### src/rtl/seq_mult_unit.sv
// Multi-cycle WIDTH x WIDTH multiplier: radix-2 Booth for signed operands, shift-add for unsigned.
// One iteration per clock; start/ready/busy/done handshake toward the control FSM.
module seq_mult_unit #(
  parameter int WIDTH = 32,
  parameter int CNT_W = 7
) (
  input  logic             clk,
  input  logic             reset,
  input  logic             start,
  input  logic             is_signed,
  input  logic [WIDTH-1:0] in0,
  input  logic [WIDTH-1:0] in1,
  output logic             ready,
  output logic             busy,
  output logic             done,
  output logic [WIDTH-1:0] out_hi,
  output logic [WIDTH-1:0] out_lo
);

  typedef enum logic [1:0] {
    S_IDLE,
    S_RUN,
    S_DONE
  } state_t;

  localparam logic [CNT_W-1:0] LAST_CNT = CNT_W'(WIDTH - 1);

  state_t           state_q;
  logic [WIDTH:0]   a_q;
  logic [WIDTH-1:0] q_q;
  logic [WIDTH-1:0] m_q;
  logic             q1_q;
  logic             mode_q;
  logic [CNT_W-1:0] cnt_q;
  logic             ready_q;
  logic             busy_q;
  logic             done_q;
  logic [WIDTH-1:0] out_hi_q;
  logic [WIDTH-1:0] out_lo_q;

  logic [WIDTH:0]   m_ext;
  logic [WIDTH:0]   a_sum;
  logic [WIDTH:0]   a_d;
  logic [WIDTH-1:0] q_d;
  logic             q1_d;

  // One multiply iteration; A carries a guard bit so the add/subtract cannot overflow.
  always_comb begin
    m_ext = mode_q ? {m_q[WIDTH-1], m_q} : {1'b0, m_q};
    a_sum = a_q;
    a_d   = a_q;
    if (mode_q) begin
      case ({q_q[0], q1_q})
        2'b10:   a_sum = a_q - m_ext;
        2'b01:   a_sum = a_q + m_ext;
        default: a_sum = a_q;
      endcase
      a_d = {a_sum[WIDTH], a_sum[WIDTH:1]};
    end else begin
      if (q_q[0]) begin
        a_sum = a_q + m_ext;
      end
      a_d = {1'b0, a_sum[WIDTH:1]};
    end
    q_d  = {a_sum[0], q_q[WIDTH-1:1]};
    q1_d = q_q[0];
  end

  always_ff @(posedge clk) begin
    if (reset) begin
      state_q  <= S_IDLE;
      a_q      <= '0;
      q_q      <= '0;
      m_q      <= '0;
      q1_q     <= 1'b0;
      mode_q   <= 1'b0;
      cnt_q    <= '0;
      ready_q  <= 1'b1;
      busy_q   <= 1'b0;
      done_q   <= 1'b0;
      out_hi_q <= '0;
      out_lo_q <= '0;
    end else begin
      case (state_q)
        S_IDLE: begin
          done_q <= 1'b0;
          if (start) begin
            m_q     <= in1;
            q_q     <= in0;
            a_q     <= '0;
            q1_q    <= 1'b0;
            cnt_q   <= '0;
            mode_q  <= is_signed;
            state_q <= S_RUN;
            ready_q <= 1'b0;
            busy_q  <= 1'b1;
          end
        end
        S_RUN: begin
          a_q   <= a_d;
          q_q   <= q_d;
          q1_q  <= q1_d;
          cnt_q <= cnt_q + CNT_W'(1);
          // The last iteration's result goes straight to the output registers.
          if (cnt_q == LAST_CNT) begin
            out_hi_q <= a_d[WIDTH-1:0];
            out_lo_q <= q_d;
            state_q  <= S_DONE;
            busy_q   <= 1'b0;
            done_q   <= 1'b1;
          end
        end
        S_DONE: begin
          state_q <= S_IDLE;
          done_q  <= 1'b0;
          ready_q <= 1'b1;
        end
        default: begin
          state_q <= S_IDLE;
          ready_q <= 1'b1;
          busy_q  <= 1'b0;
          done_q  <= 1'b0;
        end
      endcase
    end
  end

  assign ready  = ready_q;
  assign busy   = busy_q;
  assign done   = done_q;
  assign out_hi = out_hi_q;
  assign out_lo = out_lo_q;

endmodule

### config.mk
export PLATFORM = sky130hd
export DESIGN_NAME = seq_mult_unit
export DESIGN_NICKNAME = d
export VERILOG_FILES = /design/src/rtl/seq_mult_unit.sv
export SDC_FILE = /design/constraint.sdc
export NUM_CORES = 1
export LEC_CHECK = 0
export CORE_MARGIN = 3
export CORE_UTILIZATION = 45
export CTS_BUF_LIST = sky130_fd_sc_hd__clkbuf_16
export CTS_CLUSTER_SIZE = 16
export DETAILED_ROUTE_END_ITERATION = 7
export GPL_TIMING_DRIVEN = 1
export HOLD_SLACK_MARGIN = 0.15
export PLACE_DENSITY_LB_ADDON = 0.15
export SYNTH_ARGS = -nofsm -noshare
export SYNTH_HDL_FRONTEND = slang
export SYNTH_SLANG_ARGS = --single-unit
### constraint.sdc
create_clock -name clk -period 4.3 [get_ports clk]
set_clock_uncertainty 0.2 [all_clocks]
set_input_delay 0.645 -clock clk [delete_from_list [all_inputs] [get_ports clk]]
set_output_delay 0.645 -clock clk [all_outputs]
set_load 0.05 [all_outputs]
* Word-level counts from Yosys, hierarchy flattened
Index checks and enable logic that the tools add are counted.
W data, S select, Z words.
** Operators by class
- Add/subtract/negate cells :: 3
- Equality and inequality tests :: 7
- Mux-type cells :: 20
- Bitwise logic cells :: 2
- Reduce and logical (&&, ||, !) cells :: 9
** Operators by type and width (count)
- $mux W33 :: 4
- $pmux W33 S2 :: 2
- $pmux W32 S2 :: 1
- $add A33 B33 Y33 :: 1
- $sub A33 B33 Y33 :: 1
- $mux W32 :: 1
- $pmux W7 S2 :: 1
- $reduce_and A2 Y1 :: 5
- $add A7 B1 Y7 const B :: 1
- $eq A7 B5 Y1 const B :: 1
- $mux W7 :: 1
- $eq A2 B1 Y1 const B :: 2
- $eq A2 B2 Y1 const B :: 2
- $mux W1 :: 4
- $mux W2 :: 2
- $ne A2 B2 Y1 const B :: 2
- $pmux W1 S2 :: 2
- $pmux W2 S2 :: 1
- $pmux W1 S3 :: 1
- $reduce_and A3 Y1 :: 1
- $logic_not A2 Y1 :: 1
- $not A1 Y1 :: 2
- $reduce_bool A2 Y1 :: 1
- $reduce_or A2 Y1 :: 1
** Word-level totals
- Register bits :: 175

* Depth between registers and ports, before layout
- Depth after elaboration :: 5
- Mapped depth :: 12
- Gate-level depth less buffers :: 12

* Worst setup path before layout
OpenSTA, ideal clock, no wires.
- Path kind :: reg-to-reg
- Start :: register m_q[0]
- End :: register a_q[23]
- Data arrival time :: 2983 ps
- Data required time :: 3983 ps
- Slack :: 1000 ps
- Stages on the path, launching flop included :: 13
- Buffers on the path :: 0
- Cell sequence :: dfxtp_1 -> ha_1 -> inv_1 -> fa_1 -> o21ba_1 -> or4_4 -> a21oi_2 -> nor2_1 -> or3_4 -> and2_4 -> xnor2_1 -> a211o_1 -> a32o_1
** On the way
- Longest elaborated chain between the ends :: 5
- Elaborated cells between the ends (all ways) :: 7
** RTL lines
- start, declared :: RTL line 31 : logic [WIDTH-1:0] m_q;
- start signal, assigned :: RTL line 88 : m_q <= in1;
- $mux W33 (*) :: RTL line 49 : m_ext = mode_q ? {m_q[WIDTH-1], m_q} : {1'b0, m_q};
- $add A33 B33 Y33 or $sub A33 B33 Y33 (tied branches) :: RTL line 55, 61, 54
- $pmux W33 S2 or $mux W33 (tied branches) :: RTL line 53, 60
- $mux W33 (*) :: RTL line 52 : if (mode_q) begin
- $pmux W33 S2 (*) :: RTL line 84 : case (state_q)
- end signal, assigned :: RTL line 72 : a_q <= '0;
- end signal, assigned :: RTL line 90 : a_q <= '0;
- end signal, assigned :: RTL line 100 : a_q <= a_d;
- end, declared :: RTL line 29 : logic [WIDTH:0] a_q;
Mark *: on every way between the ends. The rest lies on a longest branch, timed or not.
A chain may end at the register's enable or synchronous reset.

* Worst setup path in the final report
- Start :: register m_q[0]
- End :: register a_q[29]
The elaborated chain is that of the path after synthesis.

==> metrics.txt <==
outcome=finished clean; CP endpoint kind=flop; root buffer cell=clkbuf_16; die span in y=166.4 um; kind of critical path=flop to flop; hold slack final=0.2559 ns; Final setup violation count=0; DIE WIDTH=166.4 um; TritonCTS clock tree=yes; postcts setup bufs=0; Distinct cells, synth=88; max cap viols=0; clock share of power=36.4%; number of synthesis warnings=0; Initial Utilization=45.84%; grt ovf=0; antenna violations before repair=0; Synth Register Bits=175; slew margin rel.=36.18%; Req. time, crit path=4.42 ns; Skew-Pair Late Insertion Delay=0.45 ns; DIE AREA=0.02769 sq mm; gpl congestion=1.015; core area=0.02525 sq mm; post-synthesis sequential area ratio=30.26%; Hold Buf Count CTS=0; Row Count=58; Worst path slowest cell=a2111oi_2; Routed WL=42470 um; P&R area growth vs syn=19.26%; Arr. time, crit path=3.91 ns; Final Max Slew Viols=0; dpl hpwl=30230 um; DR WL/cell=21.20 um; IO Count=135; Post-Synthesis Cells=1581; CP max stage delay=0.48 ns; combinational group share of total power=26.1%; crit-path cells=ha_1 -> inv_1 -> fa_1 -> o21ba_1 -> or4_4 -> a21oi_2 -> o211ai_1 -> a21boi_1 -> o22ai_1 -> xnor2_1 -> a2111oi_2 -> o31ai_1; Power Internal=2.940 mW; drt first pass iters=6; area of the mapped netlist=0.01158 sq mm; GR Util All Layers=29.77%; Final min period=3.787 ns; Hold Vio Cnt, Final=0; Port Buffer Count=134; # diodes=0; Setup WS post-layout=0.5131 ns; worst path bufs/invs=1; Leak=5.300 nW; fmax=0.2641 GHz; antenna viol nets, final=0; CTS resizes=0; Iteration-0 DRC Markers=1350; CP top delay family=compound AO/OA/AOI/OAI gates; RSZ-0062 raised after global routing=false; Final period util=88.07%; Synthesized Nets=1719; largest net degree at the start of global routing=57; maximum buffer depth of the clock tree=2; vias per cell=6.075; vias in the first global route=11.72k; Async S/R FF share, synth=0%; worst-margin pin slew=0.9574 ns; Clock Sink Count=175; total CTS buffers=17; Pwr Total=4.699 mW; Setup TNS=0 ns; Via Count=12.17k; H-tree depth=4; number of synthesized flops with an enable pin=0; Final #Nets=1798; Sw Pwr=1.758 mW; worst vdd rail ir drop=0.2004 mV; Cell Pwr Density=340.3 mW/mm^2; sw frac=37.42%; proportion of layout cells with a drive suffix above 1=6.814%; drc violations=0; Hold Path Class=flop to flop; Crit Path Max Fanout=4; Seq pwr share=37.5%; Avg Cell Area, Syn=7.323 sq um; Startpoint Class=flop; pre-CTS setup slack=0.6110 ns; clock-pin slew on the worst setup and hold paths=0.08 ns; first-pass GRT wire length=66790 um; Top FF cell, synth=dfxtp_1
==> cell families after synthesis <==
kind of cell / count (synthesis) / share of synthesized area (%)
AO/OA/AOI/OAI: 549 / 31.15
adder cells (fa/ha/maj): 70 / 7.695
multiplexers: 10 / 0.8754
XOR/XNOR: 31 / 2.345
flip-flops: 175 / 30.26
AND/OR/NAND/NOR: 554 / 21.17
buffers and inverters: 192 / 6.506
==> cell usage after synthesis, drive strengths merged, types with 9 or more instances <==
library cell / count / area (sq um)
o22ai: 13 / 81.33
o21bai: 12 / 90.09
nor2: 130 / 488.0
and3: 12 / 80.08
a211oi: 18 / 135.1
buf: 19 / 103.9
o211ai: 16 / 120.1
a22o: 13 / 113.9
o31ai: 15 / 117.6
o311ai: 9 / 86.34
or2: 13 / 81.33
nand2b: 13 / 81.33
a221oi: 13 / 120.1
nor3: 42 / 210.2
a22oi: 22 / 165.2
nand4: 15 / 93.84
dfxtp: 175 / 3503
xnor2: 29 / 254.0
mux2i: 9 / 90.09
a21o: 18 / 135.1
a21oi: 203 / 1027
inv: 80 / 300.3
o21ai: 102 / 514.3
nand2: 253 / 949.7
nor2b: 9 / 56.30
nand3: 35 / 175.2
clkbuf: 87 / 326.6
ha: 68 / 850.8
==> worst register-to-register path: stages (launching register included) <==
cell and delay [ns]:
dfxtp_1 0.39, ha_1 0.18, inv_1 0.05, fa_1 0.42, o21ba_1 0.23, or4_4 0.43
a21oi_2 0.23, o211ai_1 0.20, a21boi_1 0.36, o22ai_1 0.17, xnor2_1 0.18, a2111oi_2 0.48
o31ai_1 0.14
==> per-stage QoR <==
step	std cells	cell area [sq um]	utilization, %
6_report	2003	13810	54.67
5_1_grt	2003	13810	54.67
4_1_cts	2003	13810	54.67
3_5_place_dp	1971	13160	52.11
3_3_place_gp	1971	13160	52.11
2_1_floorplan	1581	11580	-
==> power groups by stage <==
stage                     clock network [mW]  registers [mW]  logic [mW]
after detailed placement                   0            1.80        1.19
after CTS                               1.73            1.76        1.20
final                                   1.71            1.76        1.23
after global routing                    1.79            1.77        1.33
after floorplan                            0            1.78       0.816
after global placement                     0            1.80        1.19
==> area by class of cell <==
class / count / area [sq um]
flip-flops and latches: 175 / 3505
inverters: 86 / 322.8
repair buffers: 166 / 1579
clock buffers: 17 / 425.4
clock inverters: 15 / 221.5
fillers: 2478 / 11450
well taps: 330 / 412.9
multi-input cells: 1214 / 7341
==> cell usage in the layout (no fill, tap or decap), types with 7 or more instances in the layout <==
master             n
a211oi_1          18
a21o_1            18
a21oi_1          200
a221oi_1          12
a22o_1            13
a22oi_1           22
a31oi_1            7
and3_1            11
buf_4             33
clkbuf_16         17
clkdlybuf4s50_1  133
clkinv_8           7
dfxtp_1          174
ha_1              68
inv_1             79
mux2i_1            9
nand2_1          252
nand2b_1          13
nand3_1           35
nand4_1           15
nor2_1           127
nor2b_1            9
nor3_1            42
nor4_1             8
o211a_1            7
o211ai_1          16
o21a_1             8
o21ai_0           95
o21bai_1          12
o221a_2            7
o22ai_1           13
o31ai_1           14
or2_2             11
xnor2_1           29
==> final timing paths <==
kind	start	endpoint	slack, ns	cells past startpoint
max	m_q[0]	a_q[29]	0.51	12
min	out_lo[24]	out_lo[24]	0.26	2
max reg2reg	m_q[0]	a_q[29]	0.51	12
min reg2reg	out_lo[24]	out_lo[24]	0.26	2
==> flip-flops by register name, indices dropped and copies added, names as in the netlist <==
name	count
q1_q	1
a_q	33
busy	1
out_lo	32
mode_q	1
m_q	32
cnt_q	7
ready	1
out_hi	32
q_q	32
state_q	2
done	1
==> routing by layer <==
layer	track usage, %	part of all wire, %
met5	0	0
met4	9.433	3.1
met3	5.975	7.3
met2	47.87	45
met1	40.37	44
Power figures use the tool's default switching activity.
